`src/rtl/syscall_unit_pkg.sv`:
```
// Shared definitions for the console syscall responder: service codes,
// FSM state encoding and small byte/ASCII helpers.
package syscall_unit_pkg;

  localparam logic [31:0] SYS_PRINT_INT  = 32'd1;
  localparam logic [31:0] SYS_PRINT_STR  = 32'd4;
  localparam logic [31:0] SYS_EXIT       = 32'd10;
  localparam logic [31:0] SYS_PRINT_CHAR = 32'd11;

  // A 32-bit magnitude has at most 10 decimal digits.
  localparam int unsigned DIGITS = 10;

  typedef enum logic [3:0] {
    S_IDLE,
    S_INT_CONV,
    S_INT_EMIT,
    S_STR_REQ,
    S_STR_WAIT,
    S_STR_EMIT,
    S_CHAR_EMIT,
    S_FIN,
    S_HALTED
  } state_t;

  // Little-endian byte k of a word.
  function automatic logic [7:0] byte_sel(input logic [31:0] w, input logic [1:0] k);
    logic [7:0] b;
    case (k)
      2'd0:    b = w[7:0];
      2'd1:    b = w[15:8];
      2'd2:    b = w[23:16];
      default: b = w[31:24];
    endcase
    return b;
  endfunction

  function automatic logic [7:0] ascii_digit(input logic [3:0] d);
    return 8'h30 + {4'h0, d};
  endfunction

endpackage

```
`src/rtl/syscall_int2dec.sv`:
```
// Binary-to-decimal digit generator for print-int.
// Ports:
//   clk, rst_n      clock / async active-low reset
//   start, value    load |value| (unsigned 32-bit) and produce its first digit
//   busy            more digits still to be produced
//   count           number of digits in the buffer (least-significant at 0)
//   rd_idx/rd_digit read port into the digit buffer
module syscall_int2dec
  import syscall_unit_pkg::*;
(
  input  logic        clk,
  input  logic        rst_n,
  input  logic        start,
  input  logic [31:0] value,
  output logic        busy,
  output logic [3:0]  count,
  input  logic [3:0]  rd_idx,
  output logic [3:0]  rd_digit
);

  logic [31:0] mag;
  logic [31:0] step_in;
  logic [3:0]  step_cnt;
  logic [3:0]  digits [DIGITS];

  // The start cycle already performs the first divide step so that the
  // conversion takes exactly one cycle per digit.
  always_comb begin
    step_in  = mag;
    step_cnt = count;
    if (start) begin
      step_in  = value[31] ? (~value + 32'd1) : value;
      step_cnt = '0;
    end
  end

  always_ff @(posedge clk or negedge rst_n) begin
    if (!rst_n) begin
      mag   <= '0;
      busy  <= 1'b0;
      count <= '0;
      for (int unsigned i = 0; i < DIGITS; i++) digits[i] <= '0;
    end else if (start || busy) begin
      digits[step_cnt] <= 4'(step_in % 32'd10);
      mag              <= step_in / 32'd10;
      count            <= step_cnt + 4'd1;
      busy             <= (step_in >= 32'd10);
    end
  end

  assign rd_digit = (rd_idx < 4'(DIGITS)) ? digits[rd_idx] : '0;

endmodule

```
`src/rtl/syscall_unit.sv`:
```
// Console syscall responder: print int (1), print string (4), exit (10),
// print char (11). Stalls the pipeline while servicing.
// Ports:
//   clk, rst_n                 clock / async active-low reset
//   syscall_control, v0, a0    strobe, service code, argument
//   stall                      hold PC/pipeline
//   mem_req/mem_addr/mem_ack/mem_rdata   word read port for string bytes
//   char_valid/char_data/char_ready      console character stream
//   done                       one-cycle service-complete pulse
//   halted, err                sticky exit / error flags
module syscall_unit
  import syscall_unit_pkg::*;
#(
  parameter int unsigned MAX_STR = 256,
  parameter int unsigned ADDR_W  = 32
) (
  input  logic              clk,
  input  logic              rst_n,
  input  logic              syscall_control,
  input  logic [31:0]       v0,
  input  logic [31:0]       a0,
  output logic              stall,
  output logic              mem_req,
  output logic [ADDR_W-1:0] mem_addr,
  input  logic              mem_ack,
  input  logic [31:0]       mem_rdata,
  output logic              char_valid,
  output logic [7:0]        char_data,
  input  logic              char_ready,
  output logic              done,
  output logic              halted,
  output logic              err
);

  localparam int unsigned     CW   = $clog2(MAX_STR + 1);
  localparam logic [CW-1:0]   LAST = CW'(MAX_STR - 1);

  state_t            state;
  logic              neg;
  logic [ADDR_W-1:0] ptr;
  logic [31:0]       word;
  logic [CW-1:0]     str_cnt;
  logic [3:0]        emit_idx;
  logic              conv_start;
  logic              conv_busy;
  logic [3:0]        conv_count;
  logic [3:0]        rd_idx;
  logic [3:0]        rd_digit;
  logic [7:0]        next_byte;

  assign conv_start = (state == S_IDLE) && syscall_control && (v0 == SYS_PRINT_INT);
  assign stall      = (state != S_IDLE) || syscall_control;
  // emit_idx counts digits still to send; the next one lives at emit_idx-1.
  assign rd_idx     = (state == S_INT_CONV) ? conv_count - 4'd1 : emit_idx - 4'd1;
  assign next_byte  = byte_sel(word, ptr[1:0] + 2'd1);

  syscall_int2dec u_int2dec (
    .clk      (clk),
    .rst_n    (rst_n),
    .start    (conv_start),
    .value    (a0),
    .busy     (conv_busy),
    .count    (conv_count),
    .rd_idx   (rd_idx),
    .rd_digit (rd_digit)
  );

  always_ff @(posedge clk or negedge rst_n) begin
    if (!rst_n) begin
      state      <= S_IDLE;
      neg        <= 1'b0;
      ptr        <= '0;
      word       <= '0;
      str_cnt    <= '0;
      emit_idx   <= '0;
      mem_req    <= 1'b0;
      mem_addr   <= '0;
      char_valid <= 1'b0;
      char_data  <= '0;
      done       <= 1'b0;
      halted     <= 1'b0;
      err        <= 1'b0;
    end else begin
      done <= 1'b0;
      unique case (state)
        S_IDLE: if (syscall_control) begin
          case (v0)
            SYS_PRINT_INT: begin
              neg   <= a0[31];
              state <= S_INT_CONV;
            end
            SYS_PRINT_STR: begin
              ptr     <= ADDR_W'(a0);
              str_cnt <= '0;
              state   <= S_STR_REQ;
            end
            SYS_PRINT_CHAR: begin
              char_valid <= 1'b1;
              char_data  <= a0[7:0];
              state      <= S_CHAR_EMIT;
            end
            SYS_EXIT: begin
              halted <= 1'b1;
              done   <= 1'b1;
              state  <= S_HALTED;
            end
            default: begin
              err   <= 1'b1;
              done  <= 1'b1;
              state <= S_FIN;
            end
          endcase
        end
        S_INT_CONV: if (!conv_busy) begin
          char_valid <= 1'b1;
          state      <= S_INT_EMIT;
          if (neg) begin
            char_data <= 8'h2D;
            emit_idx  <= conv_count;
          end else begin
            char_data <= ascii_digit(rd_digit);
            emit_idx  <= conv_count - 4'd1;
          end
        end
        S_INT_EMIT: if (char_ready) begin
          if (emit_idx == 4'd0) begin
            char_valid <= 1'b0;
            done       <= 1'b1;
            state      <= S_FIN;
          end else begin
            char_data <= ascii_digit(rd_digit);
            emit_idx  <= emit_idx - 4'd1;
          end
        end
        S_STR_REQ: begin
          mem_req  <= 1'b1;
          mem_addr <= {ptr[ADDR_W-1:2], 2'b00};
          state    <= S_STR_WAIT;
        end
        // The fetched byte is inspected straight off the read bus so the
        // first character of a word is presented on the cycle after ack.
        S_STR_WAIT: if (mem_ack) begin
          mem_req <= 1'b0;
          word    <= mem_rdata;
          if (byte_sel(mem_rdata, ptr[1:0]) == 8'h00) begin
            done  <= 1'b1;
            state <= S_FIN;
          end else begin
            char_valid <= 1'b1;
            char_data  <= byte_sel(mem_rdata, ptr[1:0]);
            state      <= S_STR_EMIT;
          end
        end
        S_STR_EMIT: if (char_ready) begin
          ptr     <= ptr + ADDR_W'(1);
          str_cnt <= str_cnt + CW'(1);
          if (str_cnt == LAST) begin
            err        <= 1'b1;
            char_valid <= 1'b0;
            done       <= 1'b1;
            state      <= S_FIN;
          end else if (ptr[1:0] == 2'd3) begin
            char_valid <= 1'b0;
            state      <= S_STR_REQ;
          end else if (next_byte == 8'h00) begin
            char_valid <= 1'b0;
            done       <= 1'b1;
            state      <= S_FIN;
          end else begin
            char_data <= next_byte;
          end
        end
        S_CHAR_EMIT: if (char_ready) begin
          char_valid <= 1'b0;
          done       <= 1'b1;
          state      <= S_FIN;
        end
        S_FIN:    state <= S_IDLE;
        S_HALTED: state <= S_HALTED;
        default:  state <= S_IDLE;
      endcase
    end
  end

endmodule

```
`config.mk`:
```
export PLATFORM = sky130hd
export DESIGN_NAME = syscall_unit
export DESIGN_NICKNAME = d
export VERILOG_FILES = /design/src/rtl/syscall_unit_pkg.sv /design/src/rtl/syscall_int2dec.sv /design/src/rtl/syscall_unit.sv
export SDC_FILE = /design/constraint.sdc
export NUM_CORES = 1
export LEC_CHECK = 0
export CORE_UTILIZATION = 41
export CTS_CLUSTER_DIAMETER = 80
export DETAILED_ROUTE_END_ITERATION = 8
export PLACE_DENSITY_LB_ADDON = 0.08
export SETUP_SLACK_MARGIN = 0.3
export SLEW_MARGIN = 40
export SYNTH_ARGS = -nofsm -noshare
export SYNTH_HDL_FRONTEND = slang
export SYNTH_HIERARCHICAL = 1
export SYNTH_SLANG_ARGS = --single-unit
export TNS_END_PERCENT = 1
```
`constraint.sdc`:
```
create_clock -name clk -period 20 [get_ports clk]
set_clock_uncertainty 0.2 [all_clocks]
set_input_delay 2 -clock clk [delete_from_list [all_inputs] [get_ports clk]]
set_output_delay 2 -clock clk [all_outputs]
set_load 0.02 [all_outputs]
```
==> reports/summary.txt <==
sequential share of the synthesized area = 30.2%
Hold Path Depth = 1
leakage power = 7.35 nW
Seq pwr share = 35.1%
P_int = 1.04 mW
first-pass GRT wire length = 84800 um
post-synthesis compound-gate area fraction = 29.8%
Clock transition at path regs = 0.08 ns
Hold Vio Cnt, Final = 0
Nets = 2138
status = finished clean
Starting Density = 41.5%
register area = 4980 um^2
filler cell count = 3880
Die Span Y = 202 um
Clock power frac = 21.1%
R2R Setup Slk = 3.39 ns
vias = 16.0k
Area growth syn-to-layout = 14.5%
XOR/XNOR Fraction of Synth Area = 2.86%
CTS tree = built
largest family of logic cells by synthesized area = compound AO/OA/AOI/OAI gates
TNS Setup = 0 ns
top post-synthesis cells by count = 217 x nand2_1, 199 x dfrtp_1, 185 x nor2_1, 145 x a21oi_1, 113 x o21ai_0
vias in the first global route = 15.0k
Hold Crit Start = err
multiplexer area fraction after synthesis = 9.51%
clock latency on the worst-skew pair = 0.47 ns
Max Freq = 0.0551 GHz
ys async rst share = 100%
antenna diode count = 0
Synth Area in Simple Gates = 21.9%
Psw = 0.687 mW
crit share post-route = 90.8%
switching share of power = 39.8%
gr usage total = 25.6%
Core Area = 39600 um^2
I/O Buffers = 144
Max H-tree Level = 4
hold buffer count at cts = 0
Die ar. = 41000 um^2
Seq cells post-synth = 199
CTS root buf = clkbuf_16
Critical R2R Capture = u_int2dec/digits[10]
Crit Reg-Reg Startpoint = state[1]
Setup Crit Path Kind = in -> reg
pwr/cell area = 91.4 nW/um^2
Yosys warnings = 6
Worst EP required = 20.13 ns
share of the synthesized area in the top cell type = 30.2%
worst hold slack = 0.262 ns
Rows = 73
Sink Count = 199
CP peak stage delay = 0.73 ns
Reg2Reg Depth = 51
DRT iter0 DRCs = 1363
largest net degree at the start of global routing = 75
Resized cells post-CTS = 0
Avg WL per Cell = 20.6 um
x dimension of the die = 202 um
Post-Synthesis Cells = 1951
syn_area_per_cell = 8.44 um^2
Yosys cell types = 129
maximum VDD drop = 63.0 uV
MaxCap Viol Count = 0
first drt pass iteration count = 6
Worst Hold Path EP = err
top cells by area, synth = dfrtp_1 30%, mux2_2 5.2%, nand2_1 4.9%
Worst Hold Class = reg -> reg
CTS Buf Count = 17
share of layout cells above drive strength 1 = 12.7%
actual slew at the worst max-slew pin = 0.829 ns
global placer's final weighted congestion = 0.936
Tmin final = 18.16 ns
critical path capture point type = flip-flop
largest fanout on the critical path = 69
post-synthesis adder-cell area fraction = 1.29%
CTS Buffer Depth = 2
total power = 1.72 mW
Post-synth EDFFs = 0
RSZ-0062 raised after global routing = false
Slew headroom = 44.8%
prevailing post-synth register cell = dfrtp_1
initial antenna violation count = 0
Final Max Slew Viols = 0
number of placed cells counting well taps = 2525
Post-CTS Setup Bufs = 0
CP Data Arrival Time = 18.29 ns
footprint of the multi-input gates = 10800 um^2
DRC Markers = 0
via/cell ratio = 6.27
slowest CP cell = or4_1
IO Pins = 147
total global routing overflow = 0
Final setup viols = 0
post-route insts no fill = 2558
CP startpoint kind = primary input
Detailed Place HPWL = 39000 um
Gate power share = 43.8%
final wirelength = 52700 um
largest area contributor in the netlist = dfrtp_1
post-route ant nets = 0
most frequent cell after synthesis = nand2_1
Cell Area, Synth = 16500 um^2
area by class of cell:
| type | count | area share, % |
|---|---|---|
| clock buffers | 19 | 2.35 |
| repair buffers | 168 | 8.66 |
| well taps | 525 | 3.48 |
| multi-input cells | 1599 | 57.5 |
| clock inverters | 13 | 0.856 |
| inverters | 35 | 0.697 |
| flip-flops and latches | 199 | 26.4 |
power groups by stage:
stage                     Combinational [mW]  Sequential (mW)  Clock, mW
final                                  0.755            0.605      0.364
after global routing                   0.823            0.620      0.386
after CTS                              0.758            0.603      0.373
after detailed placement               0.754            0.610          0
after global placement                 0.745            0.607          0
after floorplan                        0.498            0.616          0
worst max path at each step:
stage          slack [ns]  cells after the start                    to    from
2_1_floorplan        5.47                     57  u_int2dec/digits[10]  v0[26]
3_3_place_gp         1.63                     52  u_int2dec/digits[18]  v0[17]
3_5_place_dp         1.20                     51  u_int2dec/digits[22]  v0[25]
4_1_cts              1.68                     51  u_int2dec/digits[22]  v0[25]
5_1_grt              0.31                     54  u_int2dec/digits[22]  v0[29]
6_report             1.84                     53  u_int2dec/digits[10]  v0[26]
cells in the final DEF, fill, tap and decap left out, drive strengths merged, types with 47 or more instances in the layout:
cell,instances
a21o,47
a21oi,156
clkdlybuf4s50,143
dfrtp,199
mux2,84
nand2,219
nand3,68
nor2,189
nor3,52
o21ai,152
cell families after synthesis:
kind of cell / count (synthesis)
simple gates: 719
compound gates: 678
flops: 199
buf+inv: 154
mux: 131
xor+xnor: 52
fa+ha+maj: 17
other cells: 1
layer usage:
metal / vias to the layer above / global-route usage (%) / part of all wire, %
met5: - / 0 / 0
met4: 0 / 6.61 / 1.6
met3: 48 / 2.93 / 5.1
met2: 499 / 40.2 / 45
met1: 7885 / 37.3 / 48
li1: 7597 / - / -
registers in the layout, summed over array words and instances (netlist names), 4 cells and up:
register	flops
u_int2dec/count	4
state	4
u_int2dec/mag	29
mem_addr	30
emit_idx	4
str_cnt	9
word	32
char_data	8
ptr	32
u_int2dec/digits	40
metrics by stage:
step | util [%] | area (um^2) | setup WS, ns
6_report | 47.6 | 18900 | 1.84
5_1_grt | 47.6 | 18900 | 0.309
4_1_cts | 47.5 | 18800 | 1.68
3_5_place_dp | 45.9 | 18200 | 1.20
3_3_place_gp | 45.8 | 18200 | 1.63
2_1_floorplan | - | 16500 | 5.47
critical path: cells and delay by family:
kind	cells	cell delay, ns
buffers and inverters	5	1.98
AOI/OAI and AO/OA	30	8.58
adders and majority gates	1	0.31
and+or+nand+nor	16	5.05
muxes	1	0.33
Power figures use the tool's default switching activity.
